File: config.mk
export PLATFORM = sky130hd
export DESIGN_NAME = bram_port_arbiter
export DESIGN_NICKNAME = d
export VERILOG_FILES = /design/src/rtl/bram_port_arbiter.sv
export SDC_FILE = /design/constraint.sdc
export NUM_CORES = 1
export LEC_CHECK = 0
export BUFFER_PORTS_ARGS = -buffer_cell sky130_fd_sc_hd__buf_2
export CAP_MARGIN = 20
export CORE_MARGIN = 2
export CORE_UTILIZATION = 33
export CTS_BUF_LIST = sky130_fd_sc_hd__clkbuf_16
export DETAILED_ROUTE_END_ITERATION = 7
export PLACE_DENSITY = 0.85
export SLEW_MARGIN = 20
export SYNTH_ARGS = -nofsm -noshare
export SYNTH_HDL_FRONTEND = slang
export SYNTH_SLANG_ARGS = --single-unit
File: constraint.sdc
create_clock -name clka -period 4.7 [get_ports clka]
set_input_delay 0.705 -clock clka [delete_from_list [all_inputs] [get_ports clka]]
set_output_delay 0.705 -clock clka [all_outputs]
set_load 0.01 [all_outputs]
File: src/rtl/bram_port_arbiter.sv
// bram_port_arbiter: shares one single-port image BRAM between the image
// loader (requester 0) and the edge-detection engine (requester 1).
//
// Handshake (valid/ready): a requester raises req with we/addr/wdata stable
// and holds them until the cycle in which its gnt is 1. The access is issued
// to the BRAM in that same cycle. Dropping req before gnt cancels the request.
//
// Arbitration is round-robin on contention, with a lock that lets the owner
// keep the port across a burst (e.g. a 3x3 neighbourhood fetch). Reads are
// tracked by a tag pipeline RD_LATENCY deep, so read data returns to the right
// owner with an rvalid strobe. RD_LATENCY must be 1 or 2.
//
// Optional feature: define BRAM_ARB_PERF_EN to add saturating grant/stall
// counters with a synchronous clear input.
module bram_port_arbiter #(
  parameter int ADDR_W     = 13,
  parameter int DATA_W     = 8,
  parameter int RD_LATENCY = 1
) (
  input  logic              clka,
  input  logic              rst_n,
  input  logic              m0_req,
  input  logic              m0_we,
  input  logic              m0_lock,
  input  logic [ADDR_W-1:0] m0_addr,
  input  logic [DATA_W-1:0] m0_wdata,
  output logic              m0_gnt,
  output logic              m0_rvalid,
  output logic [DATA_W-1:0] m0_rdata,
  input  logic              m1_req,
  input  logic              m1_we,
  input  logic              m1_lock,
  input  logic [ADDR_W-1:0] m1_addr,
  input  logic [DATA_W-1:0] m1_wdata,
  output logic              m1_gnt,
  output logic              m1_rvalid,
  output logic [DATA_W-1:0] m1_rdata,
  output logic              bram_ena,
  output logic              bram_wea,
  output logic [ADDR_W-1:0] bram_addra,
  output logic [DATA_W-1:0] bram_dina,
  input  logic [DATA_W-1:0] bram_douta,
  output logic              busy,
  output logic [1:0]        dbg_state
`ifdef BRAM_ARB_PERF_EN
  ,
  input  logic              perf_clr,
  output logic [15:0]       perf_gnt0,
  output logic [15:0]       perf_gnt1,
  output logic [15:0]       perf_stall
`endif
);

  typedef enum logic [1:0] {
    IDLE = 2'd0,
    OWN0 = 2'd1,
    OWN1 = 2'd2
  } state_t;

  state_t state, state_nx;
  // rr = 0: requester 0 wins the next contended cycle; rr = 1: requester 1
  logic rr, rr_nx;

  logic rd_issue;
  logic [RD_LATENCY-1:0] tag_v;
  logic [RD_LATENCY-1:0] tag_o;

  assign dbg_state = state;

  // State register: FSM state and round-robin pointer
  always_ff @(posedge clka or negedge rst_n) begin
    if (!rst_n) begin
      state <= IDLE;
      rr    <= 1'b0;
    end else begin
      state <= state_nx;
      rr    <= rr_nx;
    end
  end

  // Next-state logic: lock entry/exit and pointer update
  always_comb begin
    state_nx = state;
    rr_nx    = rr;
    case (state)
      IDLE: begin
        if (m0_gnt) begin
          if (m1_req) rr_nx = 1'b1;
          if (m0_lock) state_nx = OWN0;
        end else if (m1_gnt) begin
          if (m0_req) rr_nx = 1'b0;
          if (m1_lock) state_nx = OWN1;
        end
      end
      // Exit on an unlocked grant or when the owner drops req; either way the
      // other requester gets the next contended cycle.
      OWN0: begin
        if (!m0_req || !m0_lock) begin
          state_nx = IDLE;
          rr_nx    = 1'b1;
        end
      end
      OWN1: begin
        if (!m1_req || !m1_lock) begin
          state_nx = IDLE;
          rr_nx    = 1'b0;
        end
      end
      default: state_nx = IDLE;
    endcase
  end

  // Output logic: grants from current req and state
  always_comb begin
    m0_gnt = 1'b0;
    m1_gnt = 1'b0;
    case (state)
      IDLE: begin
        if (m0_req && (!m1_req || !rr)) m0_gnt = 1'b1;
        else if (m1_req)                m1_gnt = 1'b1;
      end
      OWN0:    m0_gnt = m0_req;
      OWN1:    m1_gnt = m1_req;
      default: ;
    endcase
  end

  // BRAM drive: mux the granted requester, all zero when nobody is granted
  always_comb begin
    bram_ena   = m0_gnt | m1_gnt;
    bram_wea   = 1'b0;
    bram_addra = '0;
    bram_dina  = '0;
    if (m0_gnt) begin
      bram_wea   = m0_we;
      bram_addra = m0_addr;
      bram_dina  = m0_wdata;
    end else if (m1_gnt) begin
      bram_wea   = m1_we;
      bram_addra = m1_addr;
      bram_dina  = m1_wdata;
    end
  end

  assign rd_issue = (m0_gnt & ~m0_we) | (m1_gnt & ~m1_we);

  // Read-tag pipeline: one {valid, owner} entry per cycle of BRAM latency
  always_ff @(posedge clka or negedge rst_n) begin
    if (!rst_n) begin
      tag_v <= '0;
      tag_o <= '0;
    end else begin
      tag_v[0] <= rd_issue;
      tag_o[0] <= m1_gnt;
      for (int i = 1; i < RD_LATENCY; i++) begin
        tag_v[i] <= tag_v[i-1];
        tag_o[i] <= tag_o[i-1];
      end
    end
  end

  // Read data passes straight through from the BRAM, gated by rvalid
  assign m0_rvalid = tag_v[RD_LATENCY-1] & ~tag_o[RD_LATENCY-1];
  assign m1_rvalid = tag_v[RD_LATENCY-1] &  tag_o[RD_LATENCY-1];
  assign m0_rdata  = m0_rvalid ? bram_douta : '0;
  assign m1_rdata  = m1_rvalid ? bram_douta : '0;
  assign busy      = bram_ena | (|tag_v);

`ifdef BRAM_ARB_PERF_EN
  logic stall;
  assign stall = (m0_req & ~m0_gnt) | (m1_req & ~m1_gnt);

  // Saturating performance counters; perf_clr wins over increment
  always_ff @(posedge clka or negedge rst_n) begin
    if (!rst_n) begin
      perf_gnt0  <= '0;
      perf_gnt1  <= '0;
      perf_stall <= '0;
    end else if (perf_clr) begin
      perf_gnt0  <= '0;
      perf_gnt1  <= '0;
      perf_stall <= '0;
    end else begin
      if (m0_gnt && perf_gnt0 != 16'hFFFF)  perf_gnt0  <= perf_gnt0 + 16'd1;
      if (m1_gnt && perf_gnt1 != 16'hFFFF)  perf_gnt1  <= perf_gnt1 + 16'd1;
      if (stall && perf_stall != 16'hFFFF)  perf_stall <= perf_stall + 16'd1;
    end
  end
`endif

endmodule

==> Word level (Yosys, flattened, before mapping) <==
Cells that the tools add are included.
{ "word_totals": {"register_bits": 5} }
{ "op_classes": {"n_eq_ne": 9, "mux": 27, "n_bitwise": 10, "reduce_logical": 13} }
{ "op_table": {"columns": ["cell", "n"], "rows": [
  ["$mux W8", 4],
  ["$mux W13", 2],
  ["$ne A3 B3 Y1 const B", 5],
  ["$mux W2", 6],
  ["$mux W1", 11],
  ["$pmux W2 S3", 1],
  ["$reduce_and A6 Y1", 1],
  ["$logic_not A1 Y1", 5],
  ["$reduce_and A5 Y1", 1],
  ["$and A1 B1 Y1", 4],
  ["$ne A2 B2 Y1 const B", 2],
  ["$pmux W1 S2", 2],
  ["$logic_or A1 B1 Y1", 3],
  ["$not A1 Y1", 3],
  ["$or A1 B1 Y1", 3],
  ["$pmux W1 S3", 1],
  ["$reduce_bool A3 Y1", 1],
  ["$eq A2 B1 Y1 const B", 1],
  ["$eq A2 B2 Y1 const B", 1],
  ["$logic_not A2 Y1", 1],
  ["$logic_and A1 B1 Y1", 1]
]} }

==> Longest topological paths before layout <==
{ "depth": {"word_depth": 8, "mapped_depth": 8, "depth_no_buf": 6} }

==> Least setup slack after synthesis <==
OpenSTA, ideal clock, no wires.
{ "synth_timing": {"kind": "register to output", "start": "reg state[0], in the netlist dbg_state[0]", "end": "out bram_addra[11]", "t_arrival_ps": 1645, "required_ps": 3995, "path_slack_ps": 2350, "stages_incl_launch_ff": 8, "n_path_buf": 2, "path_cell_list": "dfrtp_1 -> inv_1 -> ha_1 -> buf_6 -> a21boi_2 -> o21a_4 -> buf_2 -> a22o_1"} }
{ "synth_between": {"elab_cells_between_ends": 7, "cone_classes": "eq/ne: 2; mux: 4; reduce/logical: 1"} }
{ "synth_lines": {"columns": ["item", "line_no", "text"], "rows": [
  ["start: declaration", "60", "state_t state, state_nx;"],
  ["start signal: assignment", "76", "state <= state_nx;"],
  ["$eq A2 B1 Y1 / $logic_not A2 Y1 (equally long branches)", "117", "case (state)"],
  ["$pmux W1 S2 (*)", "117", null],
  ["named net m0_gnt", "27", "output logic m0_gnt,"],
  ["$mux W13 (*)", "134", "if (m0_gnt) begin"],
  ["end: declaration", "40", "output logic [ADDR_W-1:0] bram_addra,"]
]} }
Mark *: on every way through the listed nets, which the timed path passes. The rest lies on a longest branch.

==> Worst setup path after layout <==
{ "layout_timing": {"start": "reg state[1], in the netlist dbg_state[1]", "end": "out bram_addra[4]"} }
{ "layout_between": {"elab_chain_cells": 4, "elab_cells_between_ends": 7, "cone_classes": "eq/ne: 2; mux: 4; reduce/logical: 1"} }
{ "layout_lines": {"columns": ["item", "line_no", "text"], "rows": [
  ["$eq A2 B2 Y1 / $logic_not A2 Y1 (equally long branches)", "117", null],
  ["$pmux W1 S2", "117", null],
  ["$mux W13", "138", "end else if (m1_gnt) begin"],
  ["$mux W13 (*)", "134", null]
]} }
Every way passes the cells marked *; elsewhere a longest branch is shown, timed or not.

==> results.json <==
{
  "status": "finished, final reports clean",
  "hold_viol_final": 0,
  "tightest_slew_ns": 0.902,
  "p_leak_nw": 0.865,
  "via_count": 1122,
  "grt.total_usage_pct": 19.8,
  "crit_path_end_kind": "output port",
  "place_inst": 219,
  "finalSetupTns_ns": 0,
  "place_congestion": 0.899,
  "post_cts_resized": 0,
  "cpMostUsedCell": "inv_1",
  "stdcell_count": 223,
  "hpwlAfterDp_um": 2340,
  "synth_area_um2": 776,
  "crit_buf_inv": 3,
  "tritoncts_num_sinks": 5,
  "setup_viol": 0,
  "avgSynthCellArea_um2": 8.08,
  "antenna_left": 0,
  "synth.distinct_cells": 28,
  "synth_cells": 96,
  "grt_pass1_vias": 926,
  "ys_seq_area_share_pct": 16.1,
  "rsz0062_at_grt": "no",
  "max-cap-violations": 0,
  "relSlewSlack_pct": 39.9,
  "startpoint": "dbg_state[1]",
  "worstRegToRegCells": 6,
  "grt_max_degree": 26,
  "ctsHoldBuffers": 0,
  "wl_um": 2770,
  "ys_warn_count": 0,
  "syn-num-nets": 158,
  "die_y_um": 52.5,
  "ctsHtreeMaxLevel": 1,
  "layout-drive-gt1-share_pct": 57.9,
  "fin_crit_ns": 3.05,
  "finalCoreUtilization_pct": 61.5,
  "dr.pass1.iters": 4,
  "area_growth_pct": 75.5,
  "power_density_mw_per_mm2": 524,
  "clkTransAtPathRegs_ns": 0.03,
  "n_antenna_cell": 0,
  "post_cts.repair.setup_buffers": 0,
  "fmax_ghz": 0.328,
  "min_path_type": "in2async",
  "die_width_um": 52.5,
  "critPathLaunchType": "flop",
  "grt_antenna_before_repair": 0,
  "cts_tree": "done",
  "grt_pass1_wl_um": 4050,
  "maxSlewViolCount": 0,
  "cp-endpoint": "bram_addra[4]",
  "cp.depth": 7,
  "drt_iter0_markers": 14,
  "drt_drc_violations_left": 0,
  "fillers": 215,
  "timing.final.crit_share_pct": 64.9,
  "design.die.area_mm2": 0.00275,
  "cp_top_family": "compound AO/OA/AOI/OAI gates",
  "critical_path.slowest_cell": "a21oi_2",
  "arrival_ns": 2.35,
  "crit_fanout": 22,
  "io_buffers": 103,
  "post_drt_wl_per_cell_um": 12.4,
  "core_area_mm2": 0.00221,
  "ios": 104,
  "ctsRootBufferMaster": "clkbuf_16",
  "fin_hold_ws_ns": 0.287,
  "start_util_pct": 35.1,
  "overflow": 0,
  "r2r_start": "dbg_state[1]",
  "critPathRequiredTime_ns": 3.99,
  "vias_per_cell": 5.03,
  "clkLatencyLatePin_ns": 0.22,
  "row_count": 17,
  "ys_ff_latch": 5,
  "slowest_delay_ns": 0.70,
  "path_cells": "inv_1, ha_1, inv_1, o21bai_1, a21oi_2, a22o_1, buf_2",
  "cts_buffers": 3,
  "clock_path_buffers": 2,
  "r2r-end": "dbg_state[1]",
  "nNetsFinal": 258,
  "vdd_drop_max_mv": 0.293,
  "reg2reg_slack_ns": 2.83,
  "fin_skew_ns": 0.000669,
  "crit_type": "reg2out"
}
## cell families after synthesis
family	count (synthesis)	synth area share, %
AOI/OAI and AO/OA	39	44.0
and+or+nand+nor	31	22.4
buffers and inverters	16	9.52
DFF	5	16.1
adders and majority gates	4	6.45
muxes	1	1.45
## worst min path at each step
stage / endpoint / slack [ns]
4_1_cts: tag_v / 0.29
5_1_grt: rr / 0.29
2_1_floorplan: dbg_state[0] / 0.41
3_3_place_gp: dbg_state[0] / 0.52
6_report: rr / 0.29
3_5_place_dp: dbg_state[0] / 0.52
## cell type report
class | instances | area [µm²] | share of cell area (%)
sequential | 5 | 125 | 9.19
tap | 28 | 35.0 | 2.57
inverter | 8 | 30.0 | 2.21
timing repair buffer | 103 | 515 | 37.9
multi-input combinational | 75 | 577 | 42.4
clock buffer | 3 | 75.1 | 5.51
clock inverter | 1 | 3.75 | 0.276
## placed cells by master (no fill, tap or decap), types with 2 or more instances in the layout
master | netlist | layout
ha_1 | 4 | 4
a22o_1 | 23 | 23
nor2_1 | 2 | 2
clkbuf_16 | 0 | 3
and2_1 | 9 | 9
and3_1 | 8 | 8
nand3_1 | 2 | 2
inv_1 | 8 | 9
a21oi_1 | 3 | 3
buf_2 | 5 | 103
nand2_1 | 6 | 6
o21ai_0 | 4 | 4
dfrtp_1 | 5 | 5
## routing by layer
| layer | track usage, % | share of wire, % | vias up |
|---|---|---|---|
| met5 | 0 | 0 | - |
| met2 | 36.0 | 50 | 79 |
| li1 | - | - | 554 |
| met3 | 6.29 | 13 | 4 |
| met4 | 4.70 | 1.4 | 0 |
| met1 | 22.0 | 36 | 485 |
## synth_stat cells, drive strengths merged
cell type,n,area (µm²)
a22o,23,201
and2,9,56.3
and3,8,50.1
inv,8,30.0
buf,6,36.3
nand2,6,22.5
dfrtp,5,125
a21oi,4,23.8
ha,4,50.1
o21ai,4,20.0
a21boi,2,18.8
clkbuf,2,7.51
nand3,2,10.0
nor2,2,7.51
a211oi,1,7.51
and3b,1,8.76
mux2,1,11.3
nor2b,1,6.26
o211ai,1,12.5
o21a,1,15.0
o21bai,1,7.51
o311ai,1,26.3
o32ai,1,8.76
or2,1,6.26
or3,1,6.26
## sequential cells by signal (all words and copies together), names as in the netlist
| name | cells |
|---|---|
| dbg_state | 2 |
| rr | 1 |
| tag_o | 1 |
| tag_v | 1 |
## worst register-to-register path: stages (launching register included)
cell and delay [ns]:
dfrtp_1 0.42, inv_1 0.09, ha_1 0.28, a21boi_2 0.21, o21a_4 0.29, or3_1 0.40, o211ai_2 0.08
## power by group
part           internal (W)  switching [W]  total [W]
Clock              0.000110      0.0000259   0.000136
Combinational      0.000225       0.000263   0.000489
Sequential        0.0000608      0.0000275  0.0000883
Total              0.000396       0.000317   0.000713
## per-stage QoR
step | setup slack [ns] | power, W | cell area (µm²)
after detailed placement | 1.85 | 0.000579 | 1280
final | 1.65 | 0.000713 | 1360
after CTS | 1.61 | 0.000719 | 1360
after floorplan | 2.35 | 0.000417 | 776
after global placement | 1.89 | 0.000573 | 1280
after global routing | 1.42 | 0.000778 | 1360
(Power assumes the default switching activity.)
